$ cat config.mk
export PLATFORM = sky130hd
export DESIGN_NAME = chacha_ctr_gen_flat
export DESIGN_NICKNAME = d
export VERILOG_FILES = /design/src/rtl/chacha_pkg.sv /design/src/rtl/chacha_ctr_gen_if.sv /design/src/rtl/chacha_ctr_gen.sv /design/src/flat_wrapper.sv
export SDC_FILE = /design/constraint.sdc
export NUM_CORES = 1
export LEC_CHECK = 0
export ABC_CLOCK_PERIOD_IN_PS = 6800
export BUFFER_PORTS_ARGS = -buffer_cell sky130_fd_sc_hd__buf_2
export CAP_MARGIN = 15
export CORE_AREA = 2 2 84 86
export CTS_BUF_LIST = sky130_fd_sc_hd__clkbuf_8
export DETAILED_ROUTE_END_ITERATION = 12
export DIE_AREA = 0 0 86 88
export PLACE_DENSITY = 0.93
export SYNTH_ARGS = -nofsm -noshare
export SYNTH_HDL_FRONTEND = slang
export SYNTH_SLANG_ARGS = --single-unit
$ cat constraint.sdc
create_clock -name clk -period 6.8 [get_ports clk]
set_clock_uncertainty 0.1 [all_clocks]
set_input_delay 0.34 -clock clk [delete_from_list [all_inputs] [get_ports clk]]
set_output_delay 0.34 -clock clk [all_outputs]
set_load 0.01 [all_outputs]
$ cat src/rtl/chacha_pkg.sv
`default_nettype none
// ============================================================================
//  Module      : chacha_pkg
//  Description : Shared types and constants for the ChaCha block-counter
//                generator and its neighbours.
//                  ctr_state_t        - counter generator state encoding
//                  CHACHA_CTR_W_IETF  - 32-bit block counter (RFC 8439)
//                  CHACHA_CTR_W_ORIG  - 64-bit block counter (original ChaCha)
//  Revision    : 1.0 - initial release
// ============================================================================
package chacha_pkg;

    typedef enum logic [1:0] {
        CTR_IDLE = 2'd0,
        CTR_RUN  = 2'd1,
        CTR_EXH  = 2'd2
    } ctr_state_t;

    localparam int CHACHA_CTR_W_IETF = 32;
    localparam int CHACHA_CTR_W_ORIG = 64;

endpackage : chacha_pkg
`default_nettype wire

$ cat src/rtl/chacha_ctr_gen_if.sv
`default_nettype none
// ============================================================================
//  Module      : chacha_ctr_gen_if
//  Description : Valid/ready counter-group channel from the counter generator
//                to the ChaCha block-function core(s).
//                  ctr_valid  - producer has a legal, unissued group
//                  ctr_ready  - consumer accepts the group this cycle
//                  ctr_lanes  - LANES counters, lane i at [i*CTR_W +: CTR_W]
//                Modports: master (generator side), slave (core side).
//  Revision    : 1.0 - initial release
// ============================================================================
interface chacha_ctr_gen_if #(
    parameter int CTR_W = 32,
    parameter int LANES = 1
);
    logic                   ctr_valid;
    logic                   ctr_ready;
    logic [LANES*CTR_W-1:0] ctr_lanes;

    modport master (
        output ctr_valid,
        output ctr_lanes,
        input  ctr_ready
    );

    modport slave (
        input  ctr_valid,
        input  ctr_lanes,
        output ctr_ready
    );
endinterface : chacha_ctr_gen_if
`default_nettype wire

$ cat src/rtl/chacha_ctr_gen.sv
`default_nettype none
// ============================================================================
//  Module      : chacha_ctr_gen
//  Description : ChaCha block-counter generator. Issues groups of LANES
//                consecutive block counters (base, base+1, ...) over a
//                valid/ready channel and refuses to reuse a counter: in
//                WRAP_MODE=0 it stops and flags exhaustion at the end of the
//                counter space, in WRAP_MODE=1 it wraps modulo 2^CTR_W.
//  Ports       : clk           - clock
//                reset         - synchronous active-high reset
//                enable        - 0 pauses issue, state held
//                load_en       - load load_value as new base (new session)
//                load_value    - initial block counter
//                ctr           - counter channel (master modport)
//                exhausted     - counter space used up, sticky until load
//                blocks_issued - counters issued since last load (saturating)
//  Revision    : 1.0 - initial release
// ============================================================================
module chacha_ctr_gen
    import chacha_pkg::*;
#(
    parameter int CTR_W     = 32,
    parameter int LANES     = 1,
    parameter int WRAP_MODE = 0,
    parameter int CNT_W     = 32
) (
    input  wire logic             clk,
    input  wire logic             reset,
    input  wire logic             enable,
    input  wire logic             load_en,
    input  wire logic [CTR_W-1:0] load_value,
    chacha_ctr_gen_if.master      ctr,
    output logic                  exhausted,
    output logic [CNT_W-1:0]      blocks_issued
);

    // ------------------------------------------------------------------------
    // Elaboration checks
    // ------------------------------------------------------------------------
    generate
        if (!(LANES == 1 || LANES == 2 || LANES == 4 || LANES == 8)) begin : g_chk_lanes
            $error("chacha_ctr_gen: LANES must be 1, 2, 4 or 8");
        end
        if (!(CTR_W == CHACHA_CTR_W_IETF || CTR_W == CHACHA_CTR_W_ORIG)) begin : g_chk_ctr_w
            $error("chacha_ctr_gen: CTR_W must be 32 or 64");
        end
    endgenerate

    // Highest base whose whole group still fits in the counter space:
    // 2^CTR_W - LANES. Held in CTR_W+1 bits so base+LANES cannot overflow
    // silently when deciding legality.
    localparam logic [CTR_W:0] C_SPACE     = {1'b1, {CTR_W{1'b0}}};
    localparam logic [CTR_W:0] C_LAST_BASE = C_SPACE - (CTR_W+1)'(LANES);
    localparam logic [CTR_W:0] C_LANES_EXT = (CTR_W+1)'(LANES);
    localparam logic [CNT_W:0] C_LANES_CNT = (CNT_W+1)'(LANES);

    // ------------------------------------------------------------------------
    // Registers
    // ------------------------------------------------------------------------
    ctr_state_t        r_state;
    ctr_state_t        w_state_nxt;
    logic [CTR_W-1:0]  r_base;
    logic [CNT_W-1:0]  r_blocks;

    // ------------------------------------------------------------------------
    // Datapath helpers
    // ------------------------------------------------------------------------
    logic              w_xfer;
    logic [CTR_W:0]    w_next_base_ext;
    logic              w_next_legal;
    logic              w_load_legal;
    logic [CNT_W:0]    w_blk_sum;
    logic [CNT_W-1:0]  w_blk_sat;

    assign w_xfer          = ctr.ctr_valid & ctr.ctr_ready;
    assign w_next_base_ext = {1'b0, r_base} + C_LANES_EXT;
    assign w_next_legal    = (w_next_base_ext <= C_LAST_BASE);
    assign w_load_legal    = ({1'b0, load_value} <= C_LAST_BASE);

    // Saturating statistic: a carry out of CNT_W bits clamps to all ones.
    assign w_blk_sum = {1'b0, r_blocks} + C_LANES_CNT;
    assign w_blk_sat = w_blk_sum[CNT_W] ? {CNT_W{1'b1}} : w_blk_sum[CNT_W-1:0];

    // ------------------------------------------------------------------------
    // FSM: state register
    // ------------------------------------------------------------------------
    always_ff @(posedge clk) begin
        if (reset) begin
            r_state <= CTR_IDLE;
        end else begin
            r_state <= w_state_nxt;
        end
    end

    // ------------------------------------------------------------------------
    // FSM: next state
    // ------------------------------------------------------------------------
    always_comb begin
        w_state_nxt = r_state;
        if (load_en) begin
            // A load always starts a fresh session; only an out-of-space
            // start value in stop mode lands directly in exhaustion.
            if ((WRAP_MODE != 0) || w_load_legal) begin
                w_state_nxt = CTR_RUN;
            end else begin
                w_state_nxt = CTR_EXH;
            end
        end else if (w_xfer && (WRAP_MODE == 0) && !w_next_legal) begin
            w_state_nxt = CTR_EXH;
        end
    end

    // ------------------------------------------------------------------------
    // FSM: outputs (registered state only, no path from ctr_ready)
    // ------------------------------------------------------------------------
    always_comb begin
        ctr.ctr_valid = (r_state == CTR_RUN) & enable;
        exhausted     = (WRAP_MODE == 0) && (r_state == CTR_EXH);
    end

    // ------------------------------------------------------------------------
    // Base counter and issue statistic
    // ------------------------------------------------------------------------
    always_ff @(posedge clk) begin
        if (reset) begin
            r_base   <= '0;
            r_blocks <= '0;
        end else if (load_en) begin
            // Load wins over a coincident transfer: the consumer still takes
            // the old group, but its count is dropped with the old session.
            r_base   <= load_value;
            r_blocks <= '0;
        end else if (w_xfer) begin
            // In stop mode the base freezes on the last legal group so the
            // lanes never show a reused counter.
            if ((WRAP_MODE != 0) || w_next_legal) begin
                r_base <= w_next_base_ext[CTR_W-1:0];
            end
            r_blocks <= w_blk_sat;
        end
    end

    assign blocks_issued = r_blocks;

    // ------------------------------------------------------------------------
    // Lane adders: lane i carries base+i, wrapping modulo 2^CTR_W
    // ------------------------------------------------------------------------
    generate
        for (genvar i = 0; i < LANES; i++) begin : g_lane
            localparam logic [CTR_W-1:0] C_OFS = CTR_W'(i);
            assign ctr.ctr_lanes[i*CTR_W +: CTR_W] = r_base + C_OFS;
        end
    endgenerate

endmodule : chacha_ctr_gen
`default_nettype wire
$ cat src/flat_wrapper.sv
// flat-port wrapper written by rule: the top's interface ports become plain ports
module chacha_ctr_gen_flat import chacha_pkg::*;
#(
    parameter int CTR_W     = 32,
    parameter int LANES     = 1,
    parameter int WRAP_MODE = 0,
    parameter int CNT_W     = 32
)
  (clk, reset, enable, load_en, load_value, exhausted, blocks_issued, ctr_ctr_valid, ctr_ctr_lanes, ctr_ctr_ready);
  chacha_ctr_gen_if #(.CTR_W(CTR_W), .LANES(LANES)) ctr_i ();
  input  wire logic clk;
  input  wire logic reset;
  input  wire logic enable;
  input  wire logic load_en;
  input  wire logic [CTR_W-1:0] load_value;
  output logic exhausted;
  output logic [CNT_W-1:0] blocks_issued;
  output wire logic [$bits(ctr_i.ctr_valid)-1:0] ctr_ctr_valid;
  output wire logic [$bits(ctr_i.ctr_lanes)-1:0] ctr_ctr_lanes;
  input wire logic [$bits(ctr_i.ctr_ready)-1:0] ctr_ctr_ready;
  assign ctr_ctr_valid = ctr_i.ctr_valid;
  assign ctr_ctr_lanes = ctr_i.ctr_lanes;
  assign ctr_i.ctr_ready = ctr_ctr_ready;
  chacha_ctr_gen #(.CTR_W(CTR_W), .LANES(LANES), .WRAP_MODE(WRAP_MODE), .CNT_W(CNT_W)) u_core (.clk(clk), .reset(reset), .enable(enable), .load_en(load_en), .load_value(load_value), .ctr(ctr_i), .exhausted(exhausted), .blocks_issued(blocks_issued));
endmodule
==> flow_metrics.env, run 1 <==
export IMPL_syn_cell_area_um2=3810
export IMPL_crit_chain="and4b_1 > nand2_1 > or3_1 > nor2_1 > and3_1 > nand2_1 > and4_1 > nor3_1"
export IMPL_ys_types=53
export IMPL_comb_power_share_pct=9.2
export IMPL_dr_pass1_iters=5
export IMPL_syn_inst=470
export IMPL_grt_overflow_total=0
export IMPL_n_fill_cell=508
export IMPL_stdcell_count=647
export IMPL_leakagePower_uw=0.00191
export IMPL_yosys_most_used_dff="dfxtp_1"
export IMPL_initialDrtViolationCount=297
export IMPL_critPathLaunchType="register"
export IMPL_ys_seq_elements=66
export IMPL_power_density_nw_per_um2=194
export IMPL_die_w_um=86
export IMPL_peakVddDrop_v=0.000126
export IMPL_min_period_over_period_pct=50.2
export IMPL_p_int_uw=646
export IMPL_grt_max_degree=37
export IMPL_maxSlewViolCount=0
export IMPL_yosysSeqAreaShare_pct=34.6
export IMPL_vias=3885
export IMPL_fp_coreArea_um2=6640
export IMPL_drcViolationCount=0
export IMPL_cts_tree="done"
export IMPL_tns_ps=0
export IMPL_path_clk_slew_ps=80
export IMPL_maxSlewHeadroom_pct=26.6
export IMPL_place_inst=630
export IMPL_arrival_ps=3580
export IMPL_nNetsFinal=601
export IMPL_ctsResizeCount=0
export IMPL_post_cts_buffers=0
export IMPL_swShare_pct=26.8
export IMPL_critPathRequiredTime_ps=6960
export IMPL_ctsRootBufferMaster="clkbuf_8"
export IMPL_dp_hpwl_mm=7.24
export IMPL_cts_htree_levels=3
export IMPL_avgSynthCellArea_um2=8.12
export IMPL_placementRows=30
export IMPL_drive_gt1_share_pct=22.6
export IMPL_end_kind="register"
export IMPL_gp_congestion=0.949
export IMPL_path_class="reg2reg"
export IMPL_cts_hold_buf=0
export IMPL_antenna_found_initial=1
export IMPL_initial_core_util_pct=57.4
export IMPL_clkPwrFrac_pct=42.9
export IMPL_switching_power_uw=237
export IMPL_track_usage_pct=26.7
export IMPL_worst_skew_pair_late_latency_ps=350
export IMPL_async_flop_share_pct=0
export IMPL_grt_pass1_wl_mm=16.1
export IMPL_rsz0062_at_grt="no"
export IMPL_yosysWarnings=0
export IMPL_port_buffer_count=102
export IMPL_numCtsBuffers=9
export IMPL_cap_violations=0
export IMPL_period_needed_ps=3420
export IMPL_synthToLayoutAreaGrowth_pct=19.6
export IMPL_totalWireLength_mm=10.2
export IMPL_synth_edf_count=0
export IMPL_die_h_um=88
export IMPL_detail_route_antenna_nets=0
export IMPL_clockBufferDepth=2
export IMPL_numClockSinks=66
export IMPL_max_stage_delay_ps=590
export IMPL_cp_slowest_cell="nand2_1"
export IMPL_hold_violations=0
export IMPL_tightest_slew_ps=1100
export IMPL_io_pins=103
export IMPL_die_area_um2=7570
export IMPL_grt_pass1_vias=3464
export IMPL_outcome="finished clean"
export IMPL_setup_viol=0
export IMPL_wl_per_cell_um=15.7
export IMPL_worst_path_most_repeated_cell="nand2_1"
export IMPL_viasPerCell=6.00
export IMPL_synth_nets=510
export IMPL_power_frac_seq_pct=47.9
export IMPL_holdCritPathClass="in2reg"
export IMPL_crit_fanout=27
export IMPL_max_freq_mhz=293
==> area by class of cell <==
cell class	instances	area (um2)	share of cell area [%]
Clock inverter	7	100	2.19
Antenna cell	1	2.50	0.0548
Sequential cell	66	1320	29.0
Clock buffer	9	124	2.71
Tap cell	80	100	2.19
Multi-Input combinational cell	375	2380	52.1
Timing Repair Buffer	102	510	11.2
Inverter	7	26.3	0.576
==> power by group through the flow <==
stage | Clock (uW) | Combinational, uW | Sequential, uW
2_1_floorplan | 0 | 47.4 | 429
3_3_place_gp | 0 | 79.4 | 429
3_5_place_dp | 0 | 80.8 | 430
4_1_cts | 382 | 81.3 | 422
5_1_grt | 400 | 89.3 | 425
6_report | 379 | 81.5 | 423
==> critical path: cells and delay by family, from the launching register on <==
family	cells	cell delay (ps)
DFF	1	380
and+or+nand+nor	8	2830
==> sequential cells by signal (all words and copies together), names as in the netlist <==
name                  count
u_core.blocks_issued     32
u_core.r_state            2
u_core.r_base            32
==> worst paths after layout <==
check / from / end / slack, ps / depth (start not counted)
worst max-delay path: u_core.r_state[0]$_SDFFE_PP0P_ / u_core.blocks_issued[29]$_SDFFE_PP0P_ / 3380 / 8
worst min-delay path: load_value[31] / u_core.r_base[31]$_SDFFE_PP0P_ / 110 / 3
worst max register to register: u_core.r_state[0]$_SDFFE_PP0P_ / u_core.blocks_issued[29]$_SDFFE_PP0P_ / 3380 / 8
worst min register to register: u_core.blocks_issued[30]$_SDFFE_PP0P_ / u_core.blocks_issued[30]$_SDFFE_PP0P_ / 410 / 1
==> through the flow <==
step / setup WS, ps / total power, uW / area (um2) / util [%] / hold slack, ps
detailed placement: 3460 / 511 / 4340 / 65.3 / 392
floorplan: 3650 / 477 / 3810 / - / 370
global placement: 3540 / 509 / 4340 / 65.3 / 382
global route: 3070 / 915 / 4560 / 68.6 / 127
finish: 3380 / 883 / 4560 / 68.7 / 115
CTS: 3440 / 885 / 4560 / 68.6 / 110
==> placed cells by master, fill, tap and decap left out, types with 3 or more instances in the layout <==
cell,synthesis,final
nand3b_1,7,7
mux2i_1,22,22
or4_1,4,4
and3_1,12,12
xnor2_1,23,23
nor4_1,5,5
o21ai_0,8,8
nor2b_1,3,3
nor2_1,50,50
dfxtp_1,66,66
xor2_1,32,32
nand2b_1,6,6
ha_1,3,3
a211oi_1,4,4
a31oi_1,6,6
clkbuf_8,0,9
nor3_1,16,16
o211ai_1,4,4
nand2_1,45,45
or3_1,4,4
a21oi_1,40,40
inv_1,6,6
nand3_1,23,23
and4_1,6,6
and2_1,5,5
nand4_1,14,14
buf_2,5,102
==> cells in the mapped netlist (all sizes together), types with 2 or more instances <==
cell | instances | area share (%)
xor2 | 32 | 7.3
and2 | 5 | 0.82
nor3 | 16 | 2.1
ha | 3 | 0.98
nand2b | 6 | 0.98
nor4 | 7 | 1.5
a211oi | 4 | 0.79
or3 | 4 | 0.66
nand4 | 14 | 2.3
xnor2 | 23 | 5.3
nand2 | 45 | 4.4
mux2i | 22 | 5.8
nand3 | 24 | 3.3
and4b | 2 | 0.52
nand4b | 2 | 0.46
nand3b | 7 | 1.4
and4 | 6 | 1.4
dfxtp | 66 | 35
a31oi | 6 | 0.98
nor2b | 3 | 0.49
o31ai | 2 | 0.39
o211ai | 4 | 0.79
a21oi | 41 | 5.5
a2111oi | 2 | 0.46
nor2 | 51 | 5.2
inv | 7 | 0.69
or4 | 6 | 1.4
buf | 5 | 0.66
a21boi | 2 | 0.39
and3 | 12 | 2.0
clkbuf | 17 | 1.7
o21ai | 8 | 1.0
o311a | 2 | 0.52
==> metal layers <==
metal | track usage, % | vias to the layer above | share of wire (%)
met5 | 0 | - | 0
met4 | 11.1 | 0 | 1.9
met3 | 5.28 | 19 | 9.1
met2 | 42.9 | 193 | 46
met1 | 35.2 | 1795 | 43
li1 | - | 1878 | -
==> cell families (layout without fill, tap and decap cells) <==
kind of cell             after synthesis  after routing  share of synthesized area [%]
other                                  0              1                              0
buffers and inverters                 29            125                           3.02
XOR/XNOR                              55             55                           12.6
AO/OA/AOI/OAI                         81             81                           13.2
flip-flops                            66             66                           34.6
AND/OR/NAND/NOR                      214            214                           29.8
adder cells (fa/ha/maj)                3              3                          0.984
multiplexers                          22             22                           5.77
Power figures use the tool's default switching activity.
==> inputs of run 2 (changes only) <==
ABC_AREA = 1   (was not set)
ABC_CLOCK_PERIOD_IN_PS = 2700   (was 6800)
CORE_AREA = 2 2 99 101   (was 2 2 84 86)
DIE_AREA = 0 0 101 103   (was 0 0 86 88)
PLACE_DENSITY = 0.84   (was 0.93)
clock period = 2.7 ns   (was 6.8 ns; I/O delays follow)
==> run 2 against run 1 <==
Design area grew 27%. Via count grew 37%. Highest routed layer unchanged. Largest power group unchanged. Worst hold slack lost 88 ps. Non-clock buffer count grew 30. Critical endpoint is now u_core.r_base[12]$_SDFFE_PP0P_.
==> flow_metrics.env, run 2 <==
export IMPL_placementRows=36
export IMPL_synth_nets=793
export IMPL_top_layer_used="met4"
export IMPL_rrSetupSlack_ps=20
export IMPL_rr_worst_depth=17
export IMPL_die_w_um=101
export IMPL_fp_coreArea_um2=9460
export IMPL_yosysSeqAreaShare_pct=28.7
export IMPL_holdCritPathClass="in2reg"
export IMPL_dpl_cell_area_um2=5270
export IMPL_track_usage_pct=25.3
export IMPL_setup_viol=0
export IMPL_antenna_found_initial=0
export IMPL_async_flop_share_pct=0
export IMPL_cts_tree="done"
export IMPL_rsz0062_at_grt="yes"
export IMPL_maxSlewHeadroom_pct=49.4
export IMPL_grt_overflow_total=0
export IMPL_wl_per_cell_um=14.3
export IMPL_yosysMostFrequentCell="nand2_1"
export IMPL_leakagePower_uw=0.00241
export IMPL_grt_max_degree=57
export IMPL_routed_wl_met3_mm=1.18
export IMPL_final_common_cell="nand2_1"
export IMPL_clockBufferDepth=2
export IMPL_detail_route_antenna_nets=0
export IMPL_final_cell_mix="nand2_1 (252), buf_2 (102), nor2_1 (71), inv_1 (70), dfxtp_1 (56)"
export IMPL_initial_core_util_pct=48.7
export IMPL_peakVddDrop_v=0.000220
export IMPL_crit_fanout=9
export IMPL_critPathRequiredTime_ps=2830
export IMPL_dr_pass1_iters=5
export IMPL_arrival_ps=2820
export IMPL_wl_met1_mm=5.76
export IMPL_avgSynthCellArea_um2=6.11
export IMPL_ys_seq_elements=66
export IMPL_initialDrtViolationCount=252
export IMPL_critPathLaunch="u_core.r_base[0]$_SDFFE_PP0P_"
export IMPL_stdcell_area_um2=5810
export IMPL_ys_types=35
export IMPL_outcome="finished clean"
export IMPL_max_freq_mhz=373
export IMPL_drive_gt1_share_pct=25.8
export IMPL_yosys_area_top_type_share_pct=28.7
export IMPL_viasPerCell=5.39
export IMPL_grt_pass1_vias=4670
export IMPL_whs_ps=26.5
export IMPL_ctsRootBufferMaster="clkbuf_8"
export IMPL_crit_end="u_core.r_base[12]$_SDFFE_PP0P_"
export IMPL_die_h_um=103
export IMPL_path_clk_slew_ps=90
export IMPL_worst_skew_pair_late_latency_ps=360
export IMPL_gp_congestion=0.948
export IMPL_io_pins=103
export IMPL_wl_met2_mm=6.63
export IMPL_power_uw=2280
export IMPL_yosys_most_used_dff="dfxtp_1"
export IMPL_numClockSinks=66
export IMPL_end_kind="register"
export IMPL_numCtsBuffers=9
export IMPL_maxSlewViolCount=0
export IMPL_tightest_slew_ps=758
export IMPL_cts_htree_levels=3
export IMPL_period_needed_ps=2680
export IMPL_min_period_over_period_pct=99.4
export IMPL_cap_violations=0
export IMPL_synth_common_cells="nand2_1 (256), nor2_1 (80), inv_1 (70)"
export IMPL_port_buffer_count=102
export IMPL_synthTopCellsByArea="dfxtp_1 (29%), nand2_1 (21%), nor2_1 (6.5%), nand3_1 (5.8%), inv_1 (5.7%)"
export IMPL_drcViolationCount=0
export IMPL_vias=5338
export IMPL_power_density_nw_per_um2=393
export IMPL_nNetsFinal=911
export IMPL_hold_violations=0
export IMPL_yosysTopAreaCell="dfxtp_1"
export IMPL_postLayoutCoreUtil_pct=61.4
export IMPL_r2r_start="u_core.r_base[0]$_SDFFE_PP0P_"
export IMPL_grt_pass1_wl_mm=21.4
export IMPL_critPathLaunchType="register"
export IMPL_syn_cell_area_um2=4600
export IMPL_dp_hpwl_mm=9.59
export IMPL_path_class="reg2reg"
export IMPL_tns_ps=0
export IMPL_synthToLayoutAreaGrowth_pct=26.1
export IMPL_totalWireLength_mm=14.1
export IMPL_insertedDiodeCount=0
export IMPL_r2r_end="u_core.r_base[12]$_SDFFE_PP0P_"
export IMPL_syn_inst=753
export IMPL_synth_edf_count=0
export IMPL_yosysWarnings=0
export IMPL_die_area_um2=10400
[run 2: report_power, final]
| group | switching [uW] | internal, uW |
|---|---|---|
| sequential | 48.6 | 1000 |
| combinational | 192 | 136 |
| clock | 462 | 441 |
| total | 703 | 1580 |
[run 2: layout make-up]
class                   instances  area, um2
clock inverters                 7       81.3
multi-input cells             589       3000
flip-flops and latches         66       1340
inverters                      73        274
fillers                       894       3650
well taps                     114        143
repair buffers                132        848
clock buffers                   9        124
[run 2: logic make-up (layout without fill, tap and decap cells)]
family                     count (synthesis)  in the layout  share of synthesized area [%]
xor gates and xnor gates                  25             25                           4.92
DFF                                       66             66                           28.7
buffers and inverters                     98            221                           8.67
adders and majority gates                  3              3                          0.815
AOI/OAI and AO/OA                         97             97                           11.7
and+or+nand+nor                          464            464                           45.2
[run 2: worst max-delay path, cell delays in order, from the launching register on]
cell	delay [ps]
dfxtp_4	380
ha_4	150
nand2_2	70
nor2_4	240
nand3b_1	200
nand2_1	100
nand2_1	70
nor2_1	100
nand2_1	80
nor2_2	150
nand2_1	80
nor2_2	120
nand3_2	120
nand3_4	160
nand2_8	110
clkbuf_16	210
nand2_1	60
a21oi_1	60
[run 2: worst min-delay path by stage]
stage / start / to / slack, ps / depth (start not counted)
final: load_value[25] / u_core.r_base[25]$_SDFFE_PP0P_ / 30 / 5
after global routing: load_value[15] / u_core.r_base[15]$_SDFFE_PP0P_ / 40 / 5
after CTS: reset / u_core.r_base[9]$_SDFFE_PP0P_ / 30 / 4
after detailed placement: u_core.r_state[1]$_SDFFE_PP0P_ / u_core.r_state[1]$_SDFFE_PP0P_ / 370 / 2
after global placement: u_core.r_state[1]$_SDFFE_PP0P_ / u_core.r_state[1]$_SDFFE_PP0P_ / 370 / 2
after floorplan: reset / u_core.r_base[1]$_SDFFE_PP0P_ / 210 / 3
[run 2: metrics by stage]
stage	setup slack (ps)	instances
detailed placement	64.9	959
global placement	150	959
CTS	45.0	976
floorplan	234	753
global route	-168	990
finish	15.6	990
[run 2: repair_timing]
item,in CTS,in global routing
buffers inserted,0,8
endpoints found under the hold margin,1,0
gates resized for setup,0,39
hold buffers,1,0
setup endpoints to repair,0,34
[run 2: per-layer routing]
metal	vias to the layer above	GRT usage (%)
met5	-	0
met4	0	11.3
met3	52	4.61
met2	241	43.0
met1	2381	31.5
li1	2664	-
